**config.mk**
```make
export PLATFORM = sky130hd
export DESIGN_NAME = exp_scale_sched
export DESIGN_NICKNAME = d
export VERILOG_FILES = /design/src/rtl/exp_sched_pkg.sv /design/src/rtl/exp_scale_sched_rr_arbiter.sv /design/src/rtl/exp_scale_sched.sv
export SDC_FILE = /design/constraint.sdc
export NUM_CORES = 1
export LEC_CHECK = 0
export ABC_CLOCK_PERIOD_IN_PS = 7200
export CAP_MARGIN = 10
export CORE_MARGIN = 2
export CORE_UTILIZATION = 30
export CTS_BUF_LIST = sky130_fd_sc_hd__clkbuf_16
export DETAILED_ROUTE_END_ITERATION = 8
export GPL_TIMING_DRIVEN = 0
export SYNTH_ARGS = -nofsm -noshare
export SYNTH_HDL_FRONTEND = slang
export SYNTH_SLANG_ARGS = --single-unit
```
**constraint.sdc**
```tcl
create_clock -name clk -period 7.2 [get_ports clk]
set_clock_uncertainty 0.15 [all_clocks]
set_input_delay 1.08 -clock clk [delete_from_list [all_inputs] [get_ports clk]]
set_output_delay 1.08 -clock clk [all_outputs]
set_load 0.005 [all_outputs]
```
**src/rtl/exp_sched_pkg.sv**
```systemverilog
// Shared constants and types for the exp-scale LUT scheduler.
package exp_sched_pkg;

    localparam int DEF_NUM_REQ   = 4;
    localparam int DEF_IDX_W     = 4;
    localparam int DEF_SCALE_W   = 12;
    localparam int DEF_LUT_LAT   = 1;
    localparam int DEF_OUT_DEPTH = 4;
    localparam int DEF_ID_W      = $clog2(DEF_NUM_REQ);

    // One stage of the LUT-latency tracking pipeline.
    typedef struct packed {
        logic                vld;
        logic [DEF_ID_W-1:0] id;
    } tag_t;

    // One entry of the response FIFO.
    typedef struct packed {
        logic [DEF_ID_W-1:0]    id;
        logic [DEF_SCALE_W-1:0] scale;
    } rsp_t;

endpackage

```
**src/rtl/exp_scale_sched_rr_arbiter.sv**
```systemverilog
// Round-robin arbiter: searches from the pointer, grants one requester,
// and moves the pointer just past the winner.
module rr_arbiter #(
    parameter int NUM_REQ = 4,
    parameter int ID_W    = $clog2(NUM_REQ)
) (
    input  logic               clk,
    input  logic               rst,
    input  logic [NUM_REQ-1:0] req,
    input  logic               en,
    output logic [NUM_REQ-1:0] gnt,
    output logic [ID_W-1:0]    gnt_idx
);

    logic [ID_W-1:0] ptr;
    logic            found;

    // Pick the first asserted request at or after the pointer (with wrap).
    always_comb begin
        gnt     = '0;
        gnt_idx = '0;
        found   = 1'b0;
        for (int i = 0; i < NUM_REQ; i++) begin
            int cand;
            cand = int'(ptr) + i;
            if (cand >= NUM_REQ) cand = cand - NUM_REQ;
            if (en && !found && req[cand]) begin
                found     = 1'b1;
                gnt[cand] = 1'b1;
                gnt_idx   = ID_W'(cand);
            end
        end
    end

    // Pointer advances past the winner only when a grant is issued.
    always_ff @(posedge clk) begin
        if (rst) begin
            ptr <= '0;
        end else if (found) begin
            ptr <= (gnt_idx == ID_W'(NUM_REQ - 1)) ? '0 : gnt_idx + ID_W'(1);
        end
    end

endmodule

```
**src/rtl/exp_scale_sched.sv**
```systemverilog
// Shares one registered exp-scale LUT among several requesters: round-robin
// issue with credit limiting, tag pipeline matching the LUT latency, and a
// response FIFO that absorbs consumer backpressure.
module exp_scale_sched
    import exp_sched_pkg::*;
#(
    parameter int NUM_REQ   = DEF_NUM_REQ,
    parameter int IDX_W     = DEF_IDX_W,
    parameter int SCALE_W   = DEF_SCALE_W,
    parameter int LUT_LAT   = DEF_LUT_LAT,
    parameter int OUT_DEPTH = DEF_OUT_DEPTH,
    parameter int ID_W      = $clog2(NUM_REQ)
) (
    input  logic                     clk,
    input  logic                     rst,
    input  logic [NUM_REQ-1:0]       req_valid,
    input  logic [NUM_REQ*IDX_W-1:0] req_idx,
    output logic [NUM_REQ-1:0]       req_ready,
    output logic [IDX_W-1:0]         lut_idx,
    input  logic [SCALE_W-1:0]       lut_scale,
    output logic                     rsp_valid,
    input  logic                     rsp_ready,
    output logic [ID_W-1:0]          rsp_id,
    output logic [SCALE_W-1:0]       rsp_scale,
    output logic                     busy
);

    localparam int ADDR_W = $clog2(OUT_DEPTH);
    localparam int PTR_W  = ADDR_W + 1;

    tag_t             tag_pipe [LUT_LAT];
    rsp_t             fifo_mem [OUT_DEPTH];
    rsp_t             head;
    logic [PTR_W-1:0] wr_ptr;
    logic [PTR_W-1:0] rd_ptr;
    logic [PTR_W-1:0] fifo_cnt;
    logic             empty;
    logic             full;
    logic             push;
    logic             pop;
    logic             issue_ok;
    logic             grant;
    logic [ID_W-1:0]  gnt_idx;
    int               tag_cnt;

    assign fifo_cnt = wr_ptr - rd_ptr;
    assign empty    = (wr_ptr == rd_ptr);
    assign full     = (wr_ptr[PTR_W-1] != rd_ptr[PTR_W-1]) &&
                      (wr_ptr[ADDR_W-1:0] == rd_ptr[ADDR_W-1:0]);
    assign push     = tag_pipe[LUT_LAT-1].vld;
    assign pop      = !empty && rsp_ready;
    assign grant    = |req_ready;

    // Credits count lookups in flight plus queued responses, both from
    // registered state, so a pop only frees its credit on the next cycle.
    always_comb begin
        tag_cnt = 0;
        for (int k = 0; k < LUT_LAT; k++) begin
            if (tag_pipe[k].vld) tag_cnt = tag_cnt + 1;
        end
        issue_ok = (int'(fifo_cnt) + tag_cnt) < OUT_DEPTH;
        busy     = (tag_cnt != 0) || !empty;
    end

    rr_arbiter #(
        .NUM_REQ (NUM_REQ),
        .ID_W    (ID_W)
    ) u_arb (
        .clk     (clk),
        .rst     (rst),
        .req     (req_valid),
        .en      (issue_ok && !rst),
        .gnt     (req_ready),
        .gnt_idx (gnt_idx)
    );

    // Drive the winner's index to the LUT; idle index is zero.
    always_comb begin
        lut_idx = '0;
        if (grant) lut_idx = req_idx[int'(gnt_idx)*IDX_W +: IDX_W];
    end

    // Tag pipeline tracks which requester owns each LUT result.
    always_ff @(posedge clk) begin
        if (rst) begin
            for (int k = 0; k < LUT_LAT; k++) tag_pipe[k] <= '0;
        end else begin
            tag_pipe[0] <= tag_t'{vld: grant, id: gnt_idx};
            for (int k = 1; k < LUT_LAT; k++) tag_pipe[k] <= tag_pipe[k-1];
        end
    end

    // FIFO storage; contents need no reset because the head is masked when empty.
    always_ff @(posedge clk) begin
        if (push && !rst) begin
            fifo_mem[wr_ptr[ADDR_W-1:0]] <= rsp_t'{id: tag_pipe[LUT_LAT-1].id, scale: lut_scale};
        end
    end

    // FIFO pointers with an extra wrap bit for full/empty disambiguation.
    always_ff @(posedge clk) begin
        if (rst) begin
            wr_ptr <= '0;
            rd_ptr <= '0;
        end else begin
            if (push) wr_ptr <= wr_ptr + PTR_W'(1);
            if (pop)  rd_ptr <= rd_ptr + PTR_W'(1);
        end
    end

    // Credit accounting must make a write into a full FIFO impossible.
    always_ff @(posedge clk) begin
        if (!rst && push) assert (!full);
    end

    assign head      = fifo_mem[rd_ptr[ADDR_W-1:0]];
    assign rsp_valid = !empty;
    assign rsp_id    = empty ? '0 : head.id;
    assign rsp_scale = empty ? '0 : head.scale;

endmodule

```
==> flow_metrics.py, run 1 <==
metrics = {
    "global_routing": {
        "grt_overflow_total": 0,
        "busiest_layer": "met2",
        "grt_use_total_pct": 11.17,
        "grt_use_met3_pct": 3.082,
        "met2_usage_pct": 18.14,
        "grt_use_met1_pct": 14.45,
        "grt_first_pass_wirelength_um": 10210,
        "grt_pass1_vias": 2069,
        "grt_max_degree": 15,
        "grt_antenna_before_repair": 0,
    },
    "synthesis": {
        "netlist_area_mm2": 0.003366,
        "synth_top_area_cell": "edfxtp_1",
        "synth_area_per_cell_um2": 15.09,
        "synth.area.top_cells": "edfxtp_1 50%, mux4_2 13%, dfxtp_1 7.7%",
        "netlist_top_cells_count": "56 x edfxtp_1, 22 x and2_1, 19 x mux4_2, 15 x ha_1, 14 x a21oi_1",
        "synth_fp_nets": 274,
        "synth_edf_count": 56,
        "synth_warnings": 0,
        "synth-main-ff-cell": "edfxtp_1",
        "ys_ff_latch": 69,
        "seq_area_frac_synth_pct": 57.70,
        "synthCells": 223,
        "ys_async_sr_fraction_pct": 0,
        "netlist.area_leader.share_pct": 49.96,
        "ys_types": 37,
        "yosysMostFrequentCell": "edfxtp_1",
    },
    "cts": {
        "htree_levels": 3,
        "cts_tree": "built",
        "cts_hold_buf": 0,
        "cts.path.max_buffers": 2,
        "root_buffer": "clkbuf_16",
        "cts.sink_count": 69,
        "clkTransAtPathRegs_ns": 0.05,
        "cts_resized": 0,
        "clock_latency_ns": 0.32,
        "postCtsSetupRepairBufs": 0,
        "cts_buffers": 9,
    },
    "power_and_ir_drop": {
        "power_density_mw_per_mm2": 373.6,
        "ir_drop_v": 0.0001785,
        "leakage_nw": 1.506,
    },
    "floorplan": {
        "die_w_um": 109.9,
        "die_area_mm2": 0.01208,
        "core_mm2": 0.01089,
        "rows": 38,
        "io_pins": 59,
        "initial_utilization_pct": 30.91,
        "die_h_um": 109.9,
    },
    "drt": {
        "num_vias": 2094,
        "dr.pass1.iters": 5,
        "dr.first_iter.drc_count": 106,
        "drc_errors": 0,
        "wl_um": 6334,
        "ant_nets": 0,
        "vias_per_cell": 4.792,
        "wl_per_cell_um": 14.49,
    },
    "timing": {
        "setup_viol": 0,
        "fin_tns_setup_ns": 0,
        "fmax_mhz": 183.3,
        "tightestPinTransition_ns": 0.8669,
        "maxSlewHeadroom_pct": 42.21,
        "hold_violations": 0,
        "slew_viol_final": 0,
        "period_share_pct": 75.79,
        "min_period_ns": 5.457,
        "rsz0062_at_grt": "no",
    },
    "worst_hold_path": {
        "hold_class": "reg2reg",
        "hold_depth": 0,
    },
    "critical_path": {
        "required_ns": 5.97,
        "arrival_ns": 4.23,
        "startpoint_type": "input port",
        "critPathCaptureType": "output pin",
        "r2r_slack_ns": 3.85,
        "crit_type": "in2out",
        "reg2reg_depth": 9,
        "cp_max_fo": 7,
    },
    "cells_and_area": {
        "num_antenna_cells": 0,
        "drive_gt1_share_pct": 13.13,
        "area_growth_syn_to_layout_pct": 31.56,
        "final_nets": 343,
        "finalNonFillerCells": 437,
    },
    "flow_run": {
        "maxCapViolations": 0,
    },
    "run_status": {
        "outcome": "completed",
    },
    "placement": {
        "hpwl_um": 4443,
        "dp.cells": 421,
        "gp_congestion": 0.7825,
        "io_buffer_count": 58,
    },
}
## critical path, cell delays in order
cell             delay, ns
clkdlybuf4s50_1       0.51
mux4_1                0.67
nor4b_4               0.47
nand2b_1              0.12
a41oi_2               0.39
mux4_2                0.37
and2_1                0.17
clkdlybuf4s50_1       0.44
## cells in the final DEF (no fill, tap or decap), types with 2 or more instances in the layout
master and instances:
nand2_1 10, edfxtp_1 56, clkinv_2 2, bufinv_16 2, dfxtp_1 13, nand3_1 4
buf_6 2, nor2_1 11, nand3b_1 4, nor2b_1 3, xor2_1 4, a21oi_1 14
xnor2_1 2, clkbuf_1 8, clkinv_1 2, o21ai_0 5, o211ai_1 2, clkbuf_16 9
inv_1 9, and2_1 22, ha_1 15, mux4_2 19, mux4_1 3, clkdlybuf4s50_1 58
## metrics by stage
step	total power (W)	util (%)	worst slack [ns]	hold WS [ns]	cell area, um^2
finish	0.001654	40.67	1.743	0.3274	4428
global route	0.001775	40.67	1.532	0.3603	4428
CTS	0.001676	40.67	1.707	0.3319	4428
detailed placement	0.001230	37.85	1.721	0.3193	4121
global placement	0.001221	37.85	1.769	0.3114	4121
floorplan	0.0009314	-	2.972	0.2883	3366
## state kept, by name, indices dropped and copies added (netlist names), named ones only
register	flops
rd_ptr	3
wr_ptr	3
tag_pipe	3
u_arb.ptr	2
fifo_mem	56
## final cells by class
cell class,instances,area (um^2)
clock inverter,7,81.33
buffer,11,56.30
fill,1023,6460
multi-input combinational,135,1338
inverter,8,30.03
tap,140,175.2
clock buffer,9,225.2
sequential,69,1942
timing repair buffer,58,580.6
## per-layer routing
layer  routed length, um  up-vias
met5                   0        -
met4                  64        0
met3                 412        9
met2                2964       94
met1                2892     1007
li1                    -      984
## path summary, 6_finish.rpt
kind	to	start
min	fifo_mem[0][12]	tag_pipe[0][0]
max reg2reg	tag_pipe[0][2]	u_arb.ptr[1]
min reg2reg	fifo_mem[0][12]	tag_pipe[0][0]
max	lut_idx[2]	req_valid[2]
## logic make-up after synthesis
kind of cell    Yosys count  share of synthesized area [%]
flops                    69                          57.70
simple gates             60                          10.37
compound gates           29                          5.577
mux                      23                          15.35
buf+inv                  19                          2.565
fa+ha+maj                16                          6.171
xor+xnor                  7                          2.268
## power by group
part,switching [W],internal (W)
clock network,0.000146,0.000298
logic,0.000307,0.000383
registers,0.0000311,0.000490
Power figures use the tool's default switching activity.
==> inputs of run 2 (changes only) <==
--- a/config.mk
+++ b/config.mk
@@ -5,7 +5,7 @@
 export SDC_FILE = /design/constraint.sdc
 export NUM_CORES = 1
 export LEC_CHECK = 0
-export ABC_CLOCK_PERIOD_IN_PS = 7200
+export ABC_CLOCK_PERIOD_IN_PS = 5600
 export CAP_MARGIN = 10
 export CORE_MARGIN = 2
 export CORE_UTILIZATION = 30
==> constraint.sdc (replaced) <==
create_clock -name clk -period 5.6 [get_ports clk]
set_clock_uncertainty 0.15 [all_clocks]
set_input_delay 0.84 -clock clk [delete_from_list [all_inputs] [get_ports clk]]
set_output_delay 0.84 -clock clk [all_outputs]
set_load 0.005 [all_outputs]
==> results of run 2 <==
The final DEF is identical to that of run 1. Status: completed.
Main changes from that run: setup slack after placement 1.721 ns -> 0.6010 ns; setup slack after layout 1.743 ns -> 0.5731 ns; start point of the critical path req_valid[2] -> u_arb.ptr[1]; register-to-register setup slack 3.85 ns -> 2.25 ns; total power 0.001654 W -> 0.002127 W; worst IR drop on VDD 0.0001785 V -> 0.0002295 V
==> inputs of run 3 (changes only) <==
--- a/config.mk
+++ b/config.mk
@@ -10,6 +10,7 @@
 export CORE_MARGIN = 2
 export CORE_UTILIZATION = 30
 export CTS_BUF_LIST = sky130_fd_sc_hd__clkbuf_16
+export CTS_CLUSTER_SIZE = 16
 export DETAILED_ROUTE_END_ITERATION = 8
 export GPL_TIMING_DRIVEN = 0
 export SYNTH_ARGS = -nofsm -noshare
==> results of run 3 <==
The final DEF is identical to that of run 1. Status: completed.
Main changes from that run: setup slack after placement 1.721 ns -> 0.6010 ns; setup slack after layout 1.743 ns -> 0.5731 ns; start point of the critical path req_valid[2] -> u_arb.ptr[1]; register-to-register setup slack 3.85 ns -> 2.25 ns; total power 0.001654 W -> 0.002127 W; worst IR drop on VDD 0.0001785 V -> 0.0002295 V
